<file path="src/rtl/npu_pkg.sv">
// Shared NPU types and constants: default widths, datapath typedefs,
// weight-buffer state encoding and accumulator saturation limits.
package npu_pkg;

  localparam int NPU_DATA_W = 8;
  localparam int NPU_ACC_W  = 24;

  typedef logic signed [NPU_DATA_W-1:0] act_t;
  typedef logic signed [NPU_ACC_W-1:0]  psum_t;

  typedef enum logic {
    EMPTY = 1'b0,
    FULL  = 1'b1
  } wstate_e;

  localparam psum_t SAT_MAX = {1'b0, {(NPU_ACC_W-1){1'b1}}};
  localparam psum_t SAT_MIN = {1'b1, {(NPU_ACC_W-1){1'b0}}};

endpackage

</file>
<file path="src/rtl/systolic_pe_if.sv">
// Per-PE bus bundle: west/north datapath inputs, south/east outputs, weight
// shift chain and status. The array driver is master, the PE is slave.
interface systolic_pe_if #(
  parameter int DATA_W = 8,
  parameter int ACC_W  = 24
);

  logic                     en;
  logic                     v_in;
  logic signed [DATA_W-1:0] act_in;
  logic signed [ACC_W-1:0]  psum_in;
  logic                     v_out;
  logic signed [DATA_W-1:0] act_out;
  logic signed [ACC_W-1:0]  psum_out;
  logic                     wload;
  logic signed [DATA_W-1:0] w_in;
  logic signed [DATA_W-1:0] w_out;
  logic                     wswap;
  logic                     w_ready;
  logic                     swap_err;
  logic                     ovf;
  logic                     ovf_clr;

  modport master (
    output en, v_in, act_in, psum_in, wload, w_in, wswap, ovf_clr,
    input  v_out, act_out, psum_out, w_out, w_ready, swap_err, ovf
  );

  modport slave (
    input  en, v_in, act_in, psum_in, wload, w_in, wswap, ovf_clr,
    output v_out, act_out, psum_out, w_out, w_ready, swap_err, ovf
  );

endinterface

</file>
<file path="src/rtl/pe_mac.sv">
// Combinational multiply-accumulate: sum = psum + a*w with signed overflow
// detection. Define SYSTOLIC_PE_SAT_EN to clamp on overflow instead of wrapping.
module pe_mac
  import npu_pkg::*;
#(
  parameter int DATA_W = NPU_DATA_W,
  parameter int ACC_W  = NPU_ACC_W
) (
  input  logic signed [DATA_W-1:0] a,
  input  logic signed [DATA_W-1:0] w,
  input  logic signed [ACC_W-1:0]  psum,
  output logic signed [ACC_W-1:0]  sum,
  output logic                     ovf
);

  localparam int PW = 2 * DATA_W;

  // Overflow direction follows the shared operand sign: both negative
  // can only underflow, both positive can only overflow.
  function automatic logic signed [ACC_W-1:0] resolve_sum(
    input logic signed [ACC_W-1:0] raw,
    input logic                    of,
    input logic                    neg
  );
`ifdef SYSTOLIC_PE_SAT_EN
    if (of)
      return neg ? {1'b1, {(ACC_W-1){1'b0}}} : {1'b0, {(ACC_W-1){1'b1}}};
    else
      return raw;
`else
    logic unused;
    unused = of ^ neg;
    return raw;
`endif
  endfunction

  logic signed [PW-1:0]    prod;
  logic signed [ACC_W-1:0] prod_ext;
  logic signed [ACC_W-1:0] raw;

  always_comb begin
    prod     = PW'(a) * PW'(w);
    prod_ext = ACC_W'(prod);
    raw      = psum + prod_ext;
    ovf      = (psum[ACC_W-1] == prod_ext[ACC_W-1]) &&
               (raw[ACC_W-1] != psum[ACC_W-1]);
    sum      = resolve_sum(raw, ovf, psum[ACC_W-1]);
  end

endmodule

</file>
<file path="src/rtl/systolic_pe.sv">
// Weight-stationary systolic PE with double-buffered weight and shift-chain load.
// Optional build macro SYSTOLIC_PE_SAT_EN selects saturating accumulation.
module systolic_pe
  import npu_pkg::*;
#(
  parameter int DATA_W = NPU_DATA_W,
  parameter int ACC_W  = NPU_ACC_W
) (
  input  logic         clk,
  input  logic         rst,
  systolic_pe_if.slave pe
);

  logic signed [DATA_W-1:0] w_act;
  logic signed [DATA_W-1:0] w_shadow;
  wstate_e                  state;

  logic signed [DATA_W-1:0] act_p1;
  logic signed [ACC_W-1:0]  psum_p1;
  logic                     vld_p1;
  logic                     ovf_p1;
  logic                     swap_err_p1;

  logic signed [ACC_W-1:0]  mac_sum;
  logic                     mac_ovf;

  pe_mac #(
    .DATA_W (DATA_W),
    .ACC_W  (ACC_W)
  ) u_mac (
    .a    (pe.act_in),
    .w    (w_act),
    .psum (pe.psum_in),
    .sum  (mac_sum),
    .ovf  (mac_ovf)
  );

  // Stage p0 -> p1: MAC result, activation forward, weight buffer FSM
  always_ff @(posedge clk or negedge rst) begin
    if (!rst) begin
      act_p1      <= '0;
      psum_p1     <= '0;
      vld_p1      <= 1'b0;
      ovf_p1      <= 1'b0;
      swap_err_p1 <= 1'b0;
      w_act       <= '0;
      w_shadow    <= '0;
      state       <= EMPTY;
    end else if (pe.en) begin
      act_p1 <= pe.act_in;
      vld_p1 <= pe.v_in;
      if (pe.v_in)
        psum_p1 <= mac_sum;

      if (pe.v_in && mac_ovf)
        ovf_p1 <= 1'b1;
      else if (pe.ovf_clr)
        ovf_p1 <= 1'b0;

      swap_err_p1 <= pe.wswap && (state == EMPTY);

      // Swap reads the pre-edge shadow, so a simultaneous load is safe.
      if (pe.wload)
        w_shadow <= pe.w_in;
      if (pe.wswap && (state == FULL))
        w_act <= w_shadow;

      case (state)
        EMPTY:   if (pe.wload) state <= FULL;
        FULL:    if (pe.wswap && !pe.wload) state <= EMPTY;
        default: state <= EMPTY;
      endcase
    end else begin
      swap_err_p1 <= 1'b0;
    end
  end

  assign pe.act_out  = act_p1;
  assign pe.psum_out = psum_p1;
  assign pe.v_out    = vld_p1;
  assign pe.ovf      = ovf_p1;
  assign pe.swap_err = swap_err_p1;
  assign pe.w_out    = w_shadow;
  assign pe.w_ready  = (state == FULL);

endmodule
</file>
<file path="src/flat_wrapper.sv">
// flat-port wrapper written by rule: the top's interface ports become plain ports
module systolic_pe_flat import npu_pkg::*;
#(
  parameter int DATA_W = NPU_DATA_W,
  parameter int ACC_W  = NPU_ACC_W
)
  (clk, rst, pe_en, pe_v_in, pe_act_in, pe_psum_in, pe_wload, pe_w_in, pe_wswap, pe_ovf_clr, pe_v_out, pe_act_out, pe_psum_out, pe_w_out, pe_w_ready, pe_swap_err, pe_ovf);
  systolic_pe_if #(.DATA_W(DATA_W), .ACC_W(ACC_W)) pe_i ();
  input  logic clk;
  input  logic rst;
  input wire logic [$bits(pe_i.en)-1:0] pe_en;
  input wire logic [$bits(pe_i.v_in)-1:0] pe_v_in;
  input wire logic [$bits(pe_i.act_in)-1:0] pe_act_in;
  input wire logic [$bits(pe_i.psum_in)-1:0] pe_psum_in;
  input wire logic [$bits(pe_i.wload)-1:0] pe_wload;
  input wire logic [$bits(pe_i.w_in)-1:0] pe_w_in;
  input wire logic [$bits(pe_i.wswap)-1:0] pe_wswap;
  input wire logic [$bits(pe_i.ovf_clr)-1:0] pe_ovf_clr;
  output wire logic [$bits(pe_i.v_out)-1:0] pe_v_out;
  output wire logic [$bits(pe_i.act_out)-1:0] pe_act_out;
  output wire logic [$bits(pe_i.psum_out)-1:0] pe_psum_out;
  output wire logic [$bits(pe_i.w_out)-1:0] pe_w_out;
  output wire logic [$bits(pe_i.w_ready)-1:0] pe_w_ready;
  output wire logic [$bits(pe_i.swap_err)-1:0] pe_swap_err;
  output wire logic [$bits(pe_i.ovf)-1:0] pe_ovf;
  assign pe_i.en = pe_en;
  assign pe_i.v_in = pe_v_in;
  assign pe_i.act_in = pe_act_in;
  assign pe_i.psum_in = pe_psum_in;
  assign pe_i.wload = pe_wload;
  assign pe_i.w_in = pe_w_in;
  assign pe_i.wswap = pe_wswap;
  assign pe_i.ovf_clr = pe_ovf_clr;
  assign pe_v_out = pe_i.v_out;
  assign pe_act_out = pe_i.act_out;
  assign pe_psum_out = pe_i.psum_out;
  assign pe_w_out = pe_i.w_out;
  assign pe_w_ready = pe_i.w_ready;
  assign pe_swap_err = pe_i.swap_err;
  assign pe_ovf = pe_i.ovf;
  systolic_pe #(.DATA_W(DATA_W), .ACC_W(ACC_W)) u_core (.clk(clk), .rst(rst), .pe(pe_i));
endmodule
</file>
<file path="config.mk">
export PLATFORM = sky130hd
export DESIGN_NAME = systolic_pe_flat
export DESIGN_NICKNAME = d
export VERILOG_FILES = /design/src/rtl/npu_pkg.sv /design/src/rtl/systolic_pe_if.sv /design/src/rtl/pe_mac.sv /design/src/rtl/systolic_pe.sv /design/src/flat_wrapper.sv
export SDC_FILE = /design/constraint.sdc
export NUM_CORES = 1
export LEC_CHECK = 0
export ABC_AREA = 1
export BUFFER_PORTS_ARGS = -buffer_cell sky130_fd_sc_hd__buf_2
export CAP_MARGIN = 40
export CORE_ASPECT_RATIO = 1.5
export CORE_MARGIN = 4
export CORE_UTILIZATION = 59
export CTS_CLUSTER_SIZE = 14
export DETAILED_ROUTE_END_ITERATION = 10
export GPL_TIMING_DRIVEN = 0
export PLACE_DENSITY = 0.92
export SLEW_MARGIN = 20
export SYNTH_ARGS = -nofsm -noshare
export SYNTH_HDL_FRONTEND = slang
export SYNTH_SLANG_ARGS = --single-unit
</file>
<file path="constraint.sdc">
create_clock -name clk -period 7.8 [get_ports clk]
set_input_delay 0.78 -clock clk [delete_from_list [all_inputs] [get_ports clk]]
set_output_delay 0.78 -clock clk [all_outputs]
set_load 0.02 [all_outputs]
</file>
* Word-level counts from Yosys, hierarchy flattened *
Index checks and enable logic that the tools add are counted.

word-level totals
  register bits = 52

operators by class
  equality and inequality tests = 2
  muxes and demuxes = 6
  $mul = 1
  reductions and logical operators = 11
  bitwise gates (word level) = 1
  add/subtract/negate cells = 1

operators with widths
  kind               count
  $add 24x16->24     1
  $mul 8x8->16       1
  $reduce_and 2->1   4
  $logic_and 1x1->1  5
  $mux 1             5
  $pmux 1 s2         1
  $reduce_bool 2->1  1
  $eq 1x1->1         1
  $logic_not 1->1    1
  $ne 1x1->1         1
  $not 1->1          1

* Longest topological paths before layout *
Gate-level depths: netlist of the first run.

  depth after elaboration = 7
  depth in mapped cells = 33

* Modules after synthesis *
From an unflattened synthesis of the first run, not the netlist that was laid out.

unflattened totals
  cell total of the unflattened synthesis = 868
  area total of the unflattened synthesis = 6,216.0 um2

modules (own cells, without submodules)
  module       times used  seq. area each (um2)  cells an instance  area an instance (um2)
  pe_mac       1           0.0                   644                4,125.2
  systolic_pe  1           1,301.2               224                2,090.8

* Worst setup path before layout of the first run *
Ideal clock, no wire load.

  kind = input-to-reg
  from = input port pe_act_in[7]
  to = register u_core.psum_p1[18] (netlist: u_core.pe.psum_out[18])
  path buffers = 1
  path slack = 1.904 ns
  data arrival time = 5.778 ns
  cell stages on the path = 28
  path through = clkbuf_1 > nand2_1 > inv_1 > fa_1 > inv_1 > fa_1 > inv_1 > fa_1 > inv_1 > fa_1 > inv_1 > ha_1 > nand2_1 > nor2_2 > nand2_1 > nor2_1 > nor2_1 > nand3_2 > nand2_1 > inv_1 > ha_1 > a21oi_1 > o21ai_0 > a21oi_1 > nand3_1 > or2_2 > nand3_1 > nand2_1

between the ends
  cells in the longest elaborated chain, start to end = 2

ends and longest elaborated chain
  item                    line                text
  start: declaration      flat_wrapper.sv:13  input wire logic [$bits(pe_i.act_in)-1:0] pe_act_in;
  $mul 8x8->16            pe_mac.sv:42        prod = PW'(a) * PW'(w);
  $add 24x16->24          pe_mac.sv:44        raw = psum + prod_ext;
  end signal: assignment  systolic_pe.sv:53   psum_p1 <= mac_sum;
  end: declaration        systolic_pe.sv:19   logic signed [ACC_W-1:0] psum_p1;

No other way between the ends.
A chain may end at the register's enable or synchronous reset.

* Final worst setup path of the first run *
  from = input port pe_act_in[7]
  to = register u_core.ovf_p1 (netlist: u_core.pe.ovf)

between the ends
  cells in the longest elaborated chain, start to end = 7
  elaborated cells between the ends (all ways) = 9
  classes of those cells = add/sub: 1; mul: 1; eq/ne: 2; mux: 1; reduce/logical: 4

ends and longest elaborated chain
  item                                line               text
  $mul 8x8->16 (*)                    pe_mac.sv:42
  $add 24x16->24                      pe_mac.sv:44
  $ne 1x1->1                          pe_mac.sv:46       (raw[ACC_W-1] != psum[ACC_W-1]);
  $logic_and 1x1->1 (*)               pe_mac.sv:45       ovf = (psum[ACC_W-1] == prod_ext[ACC_W-1]) &&
  $logic_and 1x1->1 (*)               systolic_pe.sv:55  if (pe.v_in && mac_ovf)
  $reduce_bool 2->1 (no source line)  n/a
  $reduce_and 2->1 (no source line)   n/a
  end signal: assignment              systolic_pe.sv:44  ovf_p1 <= 1'b0;
  end signal: assignment              systolic_pe.sv:56  ovf_p1 <= 1'b1;
  end signal: assignment              systolic_pe.sv:58  ovf_p1 <= 1'b0;
  end: declaration                    systolic_pe.sv:21  logic ovf_p1;

Every way passes the cells marked *; elsewhere a longest branch is shown, timed or not.

==> flow_metrics.env, run 1 <==
export IMPL_ant_nets=0
export IMPL_layout_drive_gt1_share_pct=12.5
export IMPL_drtIter0Drc=304
export IMPL_cts_reportedPaths_clkPinSlew_ps=70
export IMPL_synth_top_cell_area_share_pct=21.5
export IMPL_cts_tree="done"
export IMPL_initial_core_util_pct=60.1
export IMPL_hold_buffers=0
export IMPL_fillers=814
export IMPL_yosys_area_share_xor_xnor_pct=3.04
export IMPL_die_area_um2=12000
export IMPL_die_h_um=132
export IMPL_seq_area_frac_synth_pct=21.5
export IMPL_critPathLaunchType="input port"
export IMPL_regArea_um2=1300
export IMPL_areaGrowthSynthToFinish_pct=12.0
export IMPL_grt_pass1_vias=5837
export IMPL_synth_nets=995
export IMPL_vias=5614
export IMPL_min_period_ps=6430
export IMPL_post_route_drc_count=0
export IMPL_synth_edf_count=0
export IMPL_drv_cap=0
export IMPL_wl_per_cell_um=14.2
export IMPL_final_setup_tns_ps=0
export IMPL_synthMuxAreaShare_pct=0
export IMPL_rows=45
export IMPL_yosysWarningCount=0
export IMPL_rsz0062_at_grt="false"
export IMPL_routed_via_density=5.36
export IMPL_fin_nets=1084
export IMPL_track_usage_pct=25.7
export IMPL_worst_slew_pin_slew_ps=525
export IMPL_cts_setup_buffers=0
export IMPL_min_period_over_period_pct=82.5
export IMPL_cpPeakStageDelay_ps=630
export IMPL_worst_ep_arrival_time_ps=6660
export IMPL_crit_type="in -> reg"
export IMPL_cts_buffers_inserted=5
export IMPL_clock_latency_ps=290
export IMPL_fin_skew_ps=7.59
export IMPL_grt_overflow=0
export IMPL_hold_path_class="in -> async"
export IMPL_timing_slew_headroom_pct=65.0
export IMPL_ctsResizeCount=0
export IMPL_synthAdderAreaFrac_pct=29.2
export IMPL_synth_top_cells_by_count="243 x nand2_1, 187 x inv_1, 56 x fa_1"
export IMPL_synth_top_family_by_area="adder cells"
export IMPL_async_flop_share_pct=100
export IMPL_ios=91
export IMPL_ys_ff_latch=52
export IMPL_setup_viol=0
export IMPL_max_freq_mhz=155
export IMPL_dieWidth_um=90.7
export IMPL_multi_input_area_um2=3960
export IMPL_antenna_found_initial=0
export IMPL_synth_cell_types=35
export IMPL_dr_pass1_iters=5
export IMPL_crit_slowest_cell="fa_1"
export IMPL_routabilityCongestion=0.910
export IMPL_grt_max_degree=35
export IMPL_drt_total_wl_um=14900
export IMPL_syn_instance_count=840
export IMPL_final_hold_violation_count=0
export IMPL_place_hpwl_um=12200
export IMPL_critPathRequiredTime_ps=8030
export IMPL_synth_top_cell_by_area="dfrtp_1"
export IMPL_portBuffers=81
export IMPL_critPathMaxFanout=9
export IMPL_synth_most_common_cell="nand2_1"
export IMPL_synth_top_flop_cell="dfrtp_1"
export IMPL_synthSimpleGateAreaFrac_pct=24.2
export IMPL_clkSinkCount=52
export IMPL_htreeDepth=2
export IMPL_status="completed"
export IMPL_clockBufferDepth=2
export IMPL_core_um2=10100
export IMPL_syn_area_per_cell_um2=7.21
export IMPL_synth_cell_area_um2=6060
export IMPL_grt_pass1_wl_um=25400
export IMPL_diodes=0
export IMPL_crit_path_end_kind="flop"
export IMPL_crit_top_cell="inv_1"
export IMPL_ys_top_cells_by_area="dfrtp_1 21%, fa_1 19%, nand2_1 15%"
export IMPL_synth_compound_area_share_pct=8.86
export IMPL_finalMaxSlewViolations=0
export IMPL_root_buffer="clkbuf_16"
area by class of cell:
cell class / count / share of cell area (%)
Sequential cell: 52 / 19.2
Clock buffer: 5 / 1.84
Buffer: 23 / 1.33
Clock inverter: 3 / 0.406
Multi-Input combinational cell: 577 / 58.4
Timing Repair Buffer: 82 / 6.27
Tap cell: 117 / 2.16
Inverter: 188 / 10.4
kinds of logic (layout without fill, tap and decap cells):
group | count (synthesis) | count (layout)
and+or+nand+nor | 354 | 354
buffers and inverters | 211 | 301
adders and majority gates | 108 | 108
AOI/OAI and AO/OA | 94 | 94
DFF | 52 | 52
xor gates and xnor gates | 21 | 21
state kept, by name (all words and copies together), names as in the netlist:
name,flops
u_core.pe.psum_out,24
u_core.pe.w_out,8
u_core.pe.swap_err,1
u_core.w_act,8
u_core.pe.ovf,1
u_core.pe.act_out,8
u_core.pe.w_ready,1
u_core.pe.v_out,1
final timing paths:
| check | from | cells after the start | end | slack (ps) |
|---|---|---|---|---|
| worst max-delay path | pe_act_in[7] | 30 | u_core.pe.ovf$_DFFE_PN0P_ | 1370 |
| worst min-delay path | rst | 1 | u_core.pe.w_out[6]$_DFFE_PN0P_ | 420 |
| worst max register to register | u_core.w_act[2]$_DFFE_PN0P_ | 30 | u_core.pe.ovf$_DFFE_PN0P_ | 1470 |
| worst min register to register | u_core.pe.act_out[0]$_DFFE_PN0P_ | 2 | u_core.pe.act_out[0]$_DFFE_PN0P_ | 470 |
| max in group asynchronous | rst | 2 | u_core.pe.psum_out[6]$_DFFE_PN0P_ | 6860 |
| min in group clk | u_core.pe.act_out[0]$_DFFE_PN0P_ | 2 | u_core.pe.act_out[0]$_DFFE_PN0P_ | 470 |
per-stage QoR:
stage               hold slack (ps)  worst slack, ps  util, %  instance area (um^2)  instances
global placement                448             1130     65.6                  6610       1038
finish                          416             1370     67.3                  6780       1047
floorplan                       484             1900        -                  6060        840
CTS                             426             1370     67.3                  6780       1047
detailed placement              453             1080     65.8                  6630       1039
global route                    443              841     67.3                  6780       1047
routing by layer:
metal	track usage, %	up-vias	routed length [um]
met4	16.6	0	1030
met2	46.5	216	7810
li1	-	2715	-
met3	3.37	88	698
met5	0	-	0
met1	27.8	2595	5380
worst max-delay path: cells and delay by family:
| family | cells | cell delay [ps] |
|---|---|---|
| fa+ha+maj | 6 | 3030 |
| buf+inv | 10 | 1080 |
| simple gates | 14 | 1770 |
cell usage in the layout, fill, tap and decap left out, drive strengths merged, types with 3 or more instances in the layout:
master  instances
nand2         250
inv           188
buf            83
fa             56
ha             52
dfrtp          52
nor2           45
nand3          44
a21oi          44
o21ai          37
clkbuf         27
xnor2          12
xor2            9
or2             7
nand4           4
o21bai          3
a21o            3
Power of run 1 is not shown: default switching activity piles up to over one toggle a cycle in this logic, so the estimate is an artifact.
==> run 2, diff against run 1 <==
--- a/config.mk
+++ b/config.mk
@@ -5,12 +5,12 @@
 export SDC_FILE = /design/constraint.sdc
 export NUM_CORES = 1
 export LEC_CHECK = 0
-export ABC_AREA = 1
+export ABC_AREA = 0
 export BUFFER_PORTS_ARGS = -buffer_cell sky130_fd_sc_hd__buf_2
 export CAP_MARGIN = 40
 export CORE_ASPECT_RATIO = 1.5
 export CORE_MARGIN = 4
-export CORE_UTILIZATION = 59
+export CORE_UTILIZATION = 58
 export CTS_CLUSTER_SIZE = 14
 export DETAILED_ROUTE_END_ITERATION = 10
 export GPL_TIMING_DRIVEN = 0
==> constraint.sdc (replaced) <==
create_clock -name clk -period 6.6 [get_ports clk]
set_input_delay 0.66 -clock clk [delete_from_list [all_inputs] [get_ports clk]]
set_output_delay 0.66 -clock clk [all_outputs]
set_load 0.02 [all_outputs]
==> flow_metrics.env, run 2 <==
export IMPL_cts_buffers_inserted=5
export IMPL_crit_slowest_cell="fa_1"
export IMPL_async_flop_share_pct=100
export IMPL_met3_usage_pct=3.74
export IMPL_final_hold_violation_count=0
export IMPL_rows=43
export IMPL_status="completed"
export IMPL_initial_core_util_pct=59.3
export IMPL_clock_latency_ps=300
export IMPL_final_common_cell="inv_1"
export IMPL_crit_buf_inv=5
export IMPL_cts_tree="done"
export IMPL_die_h_um=127
export IMPL_synth_most_common_cell="inv_1"
export IMPL_ios=91
export IMPL_areaGrowthSynthToFinish_pct=17.7
export IMPL_critPathRequiredTime_ps=6790
export IMPL_drt_total_wl_um=14300
export IMPL_layout_drive_gt1_share_pct=24.9
export IMPL_synth_top_cell_by_area="dfrtp_1"
export IMPL_ys_top_cells_by_area="dfrtp_1 24%, fa_1 20%, ha_1 12%"
export IMPL_setup_viol=0
export IMPL_crit_path_end_kind="flop"
export IMPL_place_hpwl_um=10300
export IMPL_cpPeakStageDelay_ps=540
export IMPL_clkSinkCount=52
export IMPL_crit_family="adder cells"
export IMPL_post_route_drc_count=0
export IMPL_fin_skew_ps=5.22
export IMPL_crit_type="in -> reg"
export IMPL_finalMaxSlewViolations=0
export IMPL_die_area_um2=11100
export IMPL_whs_ps=382
export IMPL_track_usage_pct=25.1
export IMPL_ys_ff_latch=52
export IMPL_syn_area_per_cell_um2=9.70
export IMPL_max_freq_mhz=156
export IMPL_portBuffers=89
export IMPL_min_period_ps=6390
export IMPL_root_buffer="clkbuf_16"
export IMPL_grt_max_degree=28
export IMPL_htreeDepth=2
export IMPL_routabilityCongestion=0.877
export IMPL_hold_path_class="in -> async"
export IMPL_synth_top_flop_cell="dfrtp_1"
export IMPL_grt_overflow=0
export IMPL_min_period_over_period_pct=96.9
export IMPL_hold_buffers=0
export IMPL_grt_busiest_layer="met2"
export IMPL_vias=4583
export IMPL_diodes=0
export IMPL_final_cell_mix="94 x inv_1, 90 x buf_2, 55 x fa_1, 49 x nand2_1, 48 x dfrtp_1"
export IMPL_critPathLaunchType="input port"
export IMPL_grt_pass1_vias=4961
export IMPL_fillers=643
export IMPL_drv_cap=0
export IMPL_worst_slew_pin_slew_ps=717
export IMPL_synth_edf_count=0
export IMPL_ant_nets=0
export IMPL_core_um2=9250
export IMPL_yosysWarningCount=0
export IMPL_drtIter0Drc=226
export IMPL_clockBufferDepth=2
export IMPL_dr_pass1_iters=5
export IMPL_dp_cells=768
export IMPL_timing_slew_headroom_pct=52.2
export IMPL_grt_util_met1_pct=26.9
export IMPL_synth_cell_area_um2=5490
export IMPL_grt_pass1_wl_um=22200
export IMPL_wl_per_cell_um=18.2
export IMPL_dieWidth_um=87.4
export IMPL_fin_nets=824
export IMPL_worst_ep_arrival_time_ps=6580
export IMPL_synth_cell_types=47
export IMPL_grt_util_met2_pct=45.9
export IMPL_critPathMaxFanout=9
export IMPL_synth_top_cells_by_count="96 x inv_1, 56 x fa_1, 52 x dfrtp_1, 52 x ha_1, 49 x nand2_1"
export IMPL_routed_via_density=5.86
export IMPL_synth_nets=721
export IMPL_synth_top_cell_area_share_pct=23.7
export IMPL_antenna_found_initial=0
export IMPL_layout_cells_non_filler=782
export IMPL_seq_area_frac_synth_pct=23.7
export IMPL_cts_reportedPaths_clkPinSlew_ps=80
export IMPL_syn_instance_count=566
export IMPL_utilization_pct=69.8
export IMPL_largest_reg_flops=24
==> run 2: cell count changes after synthesis, moves of 12 or more <==
| cell | change |
|---|---|
| xnor2_1 | +12 |
| clkbuf_1 | -16 |
| mux2_2 | +28 |
| inv_1 | -91 |
| a21oi_1 | -15 |
| nand2_1 | -194 |
| and2_1 | +48 |
| nand3_1 | -33 |
| nor2_1 | -34 |
==> run 2: worst register-to-register path: stages (launching register included) <==
cell and delay (ps):
dfrtp_1 480, and2_1 250, fa_1 520, inv_1 60
fa_1 510, inv_1 60, fa_1 480, inv_1 60
fa_1 540, inv_1 70, ha_4 260, o21ai_1 100
o21bai_1 110, a31oi_1 270, o21bai_1 120, xor2_1 170
ha_1 380, and2_4 210, and4_4 290, a31oi_2 140
a21oi_2 240, a211oi_2 110, or3_1 410, xnor2_1 170
mux2_2 270
==> run 2: worst paths after layout <==
check	start	endpoint	slack, ps	depth (start not counted)
setup / recovery	pe_act_in[3]	u_core.pe.psum_out[20]$_DFFE_PN0P_	210	25
hold / removal	rst	u_core.pe.psum_out[3]$_DFFE_PN0P_	380	1
max in group asynchronous	rst	u_core.w_act[7]$_DFFE_PN0P_	5630	2
hold reg to reg	u_core.pe.w_ready$_DFFE_PN0P_	u_core.pe.swap_err$_DFF_PN0_	490	1
setup reg to reg	u_core.w_act[0]$_DFFE_PN0P_	u_core.pe.psum_out[20]$_DFFE_PN0P_	220	24
min in group clk	u_core.pe.w_ready$_DFFE_PN0P_	u_core.pe.swap_err$_DFF_PN0_	490	1
==> run 2: per-layer routing <==
metal  wire, um  vias up
met5          0        -
met4        755        0
met3        767       60
met2       7910      201
met1       4840     2262
li1           -     2060
==> run 2: kinds of logic (layout without fill, tap and decap cells) <==
| logic type | Yosys count | count (layout) | share of synthesized area [%] |
|---|---|---|---|
| mux | 29 | 29 | 6.02 |
| xor+xnor | 38 | 38 | 6.31 |
| flops | 52 | 52 | 23.7 |
| fa+ha+maj | 108 | 108 | 32.3 |
| buf+inv | 104 | 208 | 7.13 |
| simple gates | 135 | 135 | 12.6 |
| compound gates | 100 | 100 | 11.9 |
==> run 2: stage by stage <==
step / setup WS, ps / cell area, um^2 / TNS [ps]
finish: 207 / 6460 / 0
global route: -49.0 / 6460 / -107
CTS: 10.3 / 6310 / 0
detailed placement: -386 / 6090 / -1210
global placement: -198 / 6070 / -452
floorplan: 308 / 5490 / 0
==> run 2: final cells by class <==
cell class	instances	area, um^2	share of cell area, %
inverters	96	363	5.61
clock buffers	5	125	1.94
flip-flops and latches	52	1310	20.2
plain buffers	8	31.3	0.484
well taps	112	140	2.17
clock inverters	3	46.3	0.716
repair buffers	96	510	7.90
multi-input cells	410	3940	61.0
==> run 2: timing repair <==
item / CTS / global route
resized for setup: 11 / 20
pin swaps: 2 / 9
setup endpoints to repair: 3 / 7
setup buffers: 0 / 6
Power of run 2 is left out for the same reason.
==> run 3, diff against run 2 <==
--- a/config.mk
+++ b/config.mk
@@ -8,13 +8,15 @@
 export ABC_AREA = 0
 export BUFFER_PORTS_ARGS = -buffer_cell sky130_fd_sc_hd__buf_2
 export CAP_MARGIN = 40
+export CELL_PAD_IN_SITES_DETAIL_PLACEMENT = 1
+export CELL_PAD_IN_SITES_GLOBAL_PLACEMENT = 1
 export CORE_ASPECT_RATIO = 1.5
 export CORE_MARGIN = 4
-export CORE_UTILIZATION = 58
+export CORE_UTILIZATION = 48
 export CTS_CLUSTER_SIZE = 14
 export DETAILED_ROUTE_END_ITERATION = 10
 export GPL_TIMING_DRIVEN = 0
-export PLACE_DENSITY = 0.92
+export PLACE_DENSITY = 0.95
 export SLEW_MARGIN = 20
 export SYNTH_ARGS = -nofsm -noshare
 export SYNTH_HDL_FRONTEND = slang
==> constraint.sdc (replaced) <==
create_clock -name clk -period 7.7 [get_ports clk]
set_input_delay 0.77 -clock clk [delete_from_list [all_inputs] [get_ports clk]]
set_output_delay 0.77 -clock clk [all_outputs]
set_load 0.02 [all_outputs]
==> flow_metrics.env, run 3 (same netlist as run 2, synthesis figures left out) <==
export IMPL_final_common_cell="inv_1"
export IMPL_crit_type="in -> reg"
export IMPL_post_route_drc_count=0
export IMPL_ctsResizeCount=0
export IMPL_fillers=1296
export IMPL_cts_reportedPaths_clkPinSlew_ps=80
export IMPL_crit_path_end_kind="flop"
export IMPL_finalMaxSlewViolations=0
export IMPL_rows=47
export IMPL_grt_overflow=0
export IMPL_hold_buffers=0
export IMPL_track_usage_pct=27.9
export IMPL_min_to="u_core.pe.psum_out[17]$_DFFE_PN0P_"
export IMPL_r2r_cells=24
export IMPL_holdCritStartpoint="u_core.pe.psum_out[17]$_DFFE_PN0P_"
export IMPL_r2r_start="u_core.w_act[3]$_DFFE_PN0P_"
export IMPL_whs_ps=485
export IMPL_vias=4596
export IMPL_layout_cells_non_filler=810
export IMPL_grt_pass1_wl_um=28200
export IMPL_largest_reg_flops=24
export IMPL_grt_max_degree=53
export IMPL_initial_core_util_pct=49.4
export IMPL_fin_area_um2=6270
export IMPL_areaGrowthSynthToFinish_pct=14.3
export IMPL_min_period_ps=7290
export IMPL_drtIter0Drc=127
export IMPL_critPathMaxFanout=9
export IMPL_status="completed"
export IMPL_drv_cap=0
export IMPL_worst_slew_pin_slew_ps=706
export IMPL_critPathLaunchType="input port"
export IMPL_min_path_cells=2
export IMPL_cts_tree="done"
export IMPL_timing_slew_headroom_pct=52.9
export IMPL_antenna_found_initial=1
export IMPL_critPathRequiredTime_ps=7930
export IMPL_clock_latency_ps=310
export IMPL_dr_pass1_iters=4
export IMPL_die_h_um=139
export IMPL_grt_pass1_vias=5499
export IMPL_dieWidth_um=95.3
export IMPL_routabilityCongestion=0.830
export IMPL_setup_viol=0
export IMPL_rrSetupSlack_ps=480
export IMPL_routed_via_density=5.67
export IMPL_clkSinkCount=52
export IMPL_cts_buffers_inserted=5
export IMPL_portBuffers=89
export IMPL_worst_ep_arrival_time_ps=7520
export IMPL_place_hpwl_um=13700
export IMPL_root_buffer="clkbuf_16"
export IMPL_fin_nets=817
export IMPL_core_um2=11100
export IMPL_final_cell_mix="96 x inv_1, 89 x buf_2, 56 x fa_1, 52 x ha_1, 52 x dfrtp_1"
export IMPL_htreeDepth=2
export IMPL_diodes=0
export IMPL_min_period_over_period_pct=94.7
export IMPL_final_setup_tns_ps=0
export IMPL_die_area_um2=13200
export IMPL_rsz0062_at_grt="false"
export IMPL_ant_nets=0
export IMPL_hold_path_class="reg -> reg"
export IMPL_drt_total_wl_um=17200
export IMPL_place_area_um2=6120
export IMPL_dp_cells=802
export IMPL_ios=91
export IMPL_final_hold_violation_count=0
export IMPL_max_freq_mhz=137
export IMPL_layout_drive_gt1_share_pct=20.4
export IMPL_wl_per_cell_um=21.2
export IMPL_cts_setup_buffers=0
export IMPL_fin_skew_ps=8.08
export IMPL_timing_rr_end="u_core.pe.ovf$_DFFE_PN0P_"
export IMPL_clockBufferDepth=2
export IMPL_startpoint="pe_act_in[7]"
run 3: per-stage QoR:
| stage | utilization [%] | worst slack (ps) |
|---|---|---|
| finish | 56.4 | 409 |
| global route | 56.4 | 74.2 |
| detailed placement | 55.1 | 242 |
| floorplan | - | 1300 |
| global placement | 55.0 | 640 |
| CTS | 56.4 | 456 |
run 3: worst max-delay path by stage:
| stage | end |
|---|---|
| after floorplan | u_core.pe.ovf$_DFFE_PN0P_ |
| after CTS | u_core.pe.psum_out[23]$_DFFE_PN0P_ |
| after detailed placement | u_core.pe.psum_out[23]$_DFFE_PN0P_ |
| final | u_core.pe.ovf$_DFFE_PN0P_ |
| after global placement | u_core.pe.ovf$_DFFE_PN0P_ |
| after global routing | u_core.pe.ovf$_DFFE_PN0P_ |
run 3: final cells by class:
type                    instances  area, um^2  area share (%)
flip-flops and latches         52        1300            20.7
multi-input cells             410        3800            60.5
clock inverters                 3        26.3           0.419
well taps                     147         184            2.93
clock buffers                   5         125            1.99
repair buffers                 89         448            7.14
inverters                      96         360            5.75
plain buffers                   8        31.3           0.499
run 3: per-layer routing:
metal / vias up / wire length [um] / track usage (%)
met5: - / 13 / 0
met4: 2 / 831 / 13.8
met3: 64 / 626 / 3.85
met2: 162 / 9710 / 51.8
met1: 2335 / 6010 / 29.7
li1: 2033 / - / -
run 3: worst max-delay path, stage by stage:
cell	delay, ps
buf_2	170
nand2_1	150
inv_1	100
fa_1	620
inv_1	170
fa_1	550
inv_1	60
fa_1	530
inv_1	60
fa_1	570
inv_1	60
ha_1	350
and2_1	180
o21ai_0	260
o21ai_1	180
o41ai_2	280
xnor2_1	260
inv_1	250
ha_1	420
and3_1	260
a31oi_1	220
o31ai_2	140
a41oi_1	370
o211ai_1	120
mux2_4	290
o21ai_2	110
Power of run 3 is left out for the same reason.
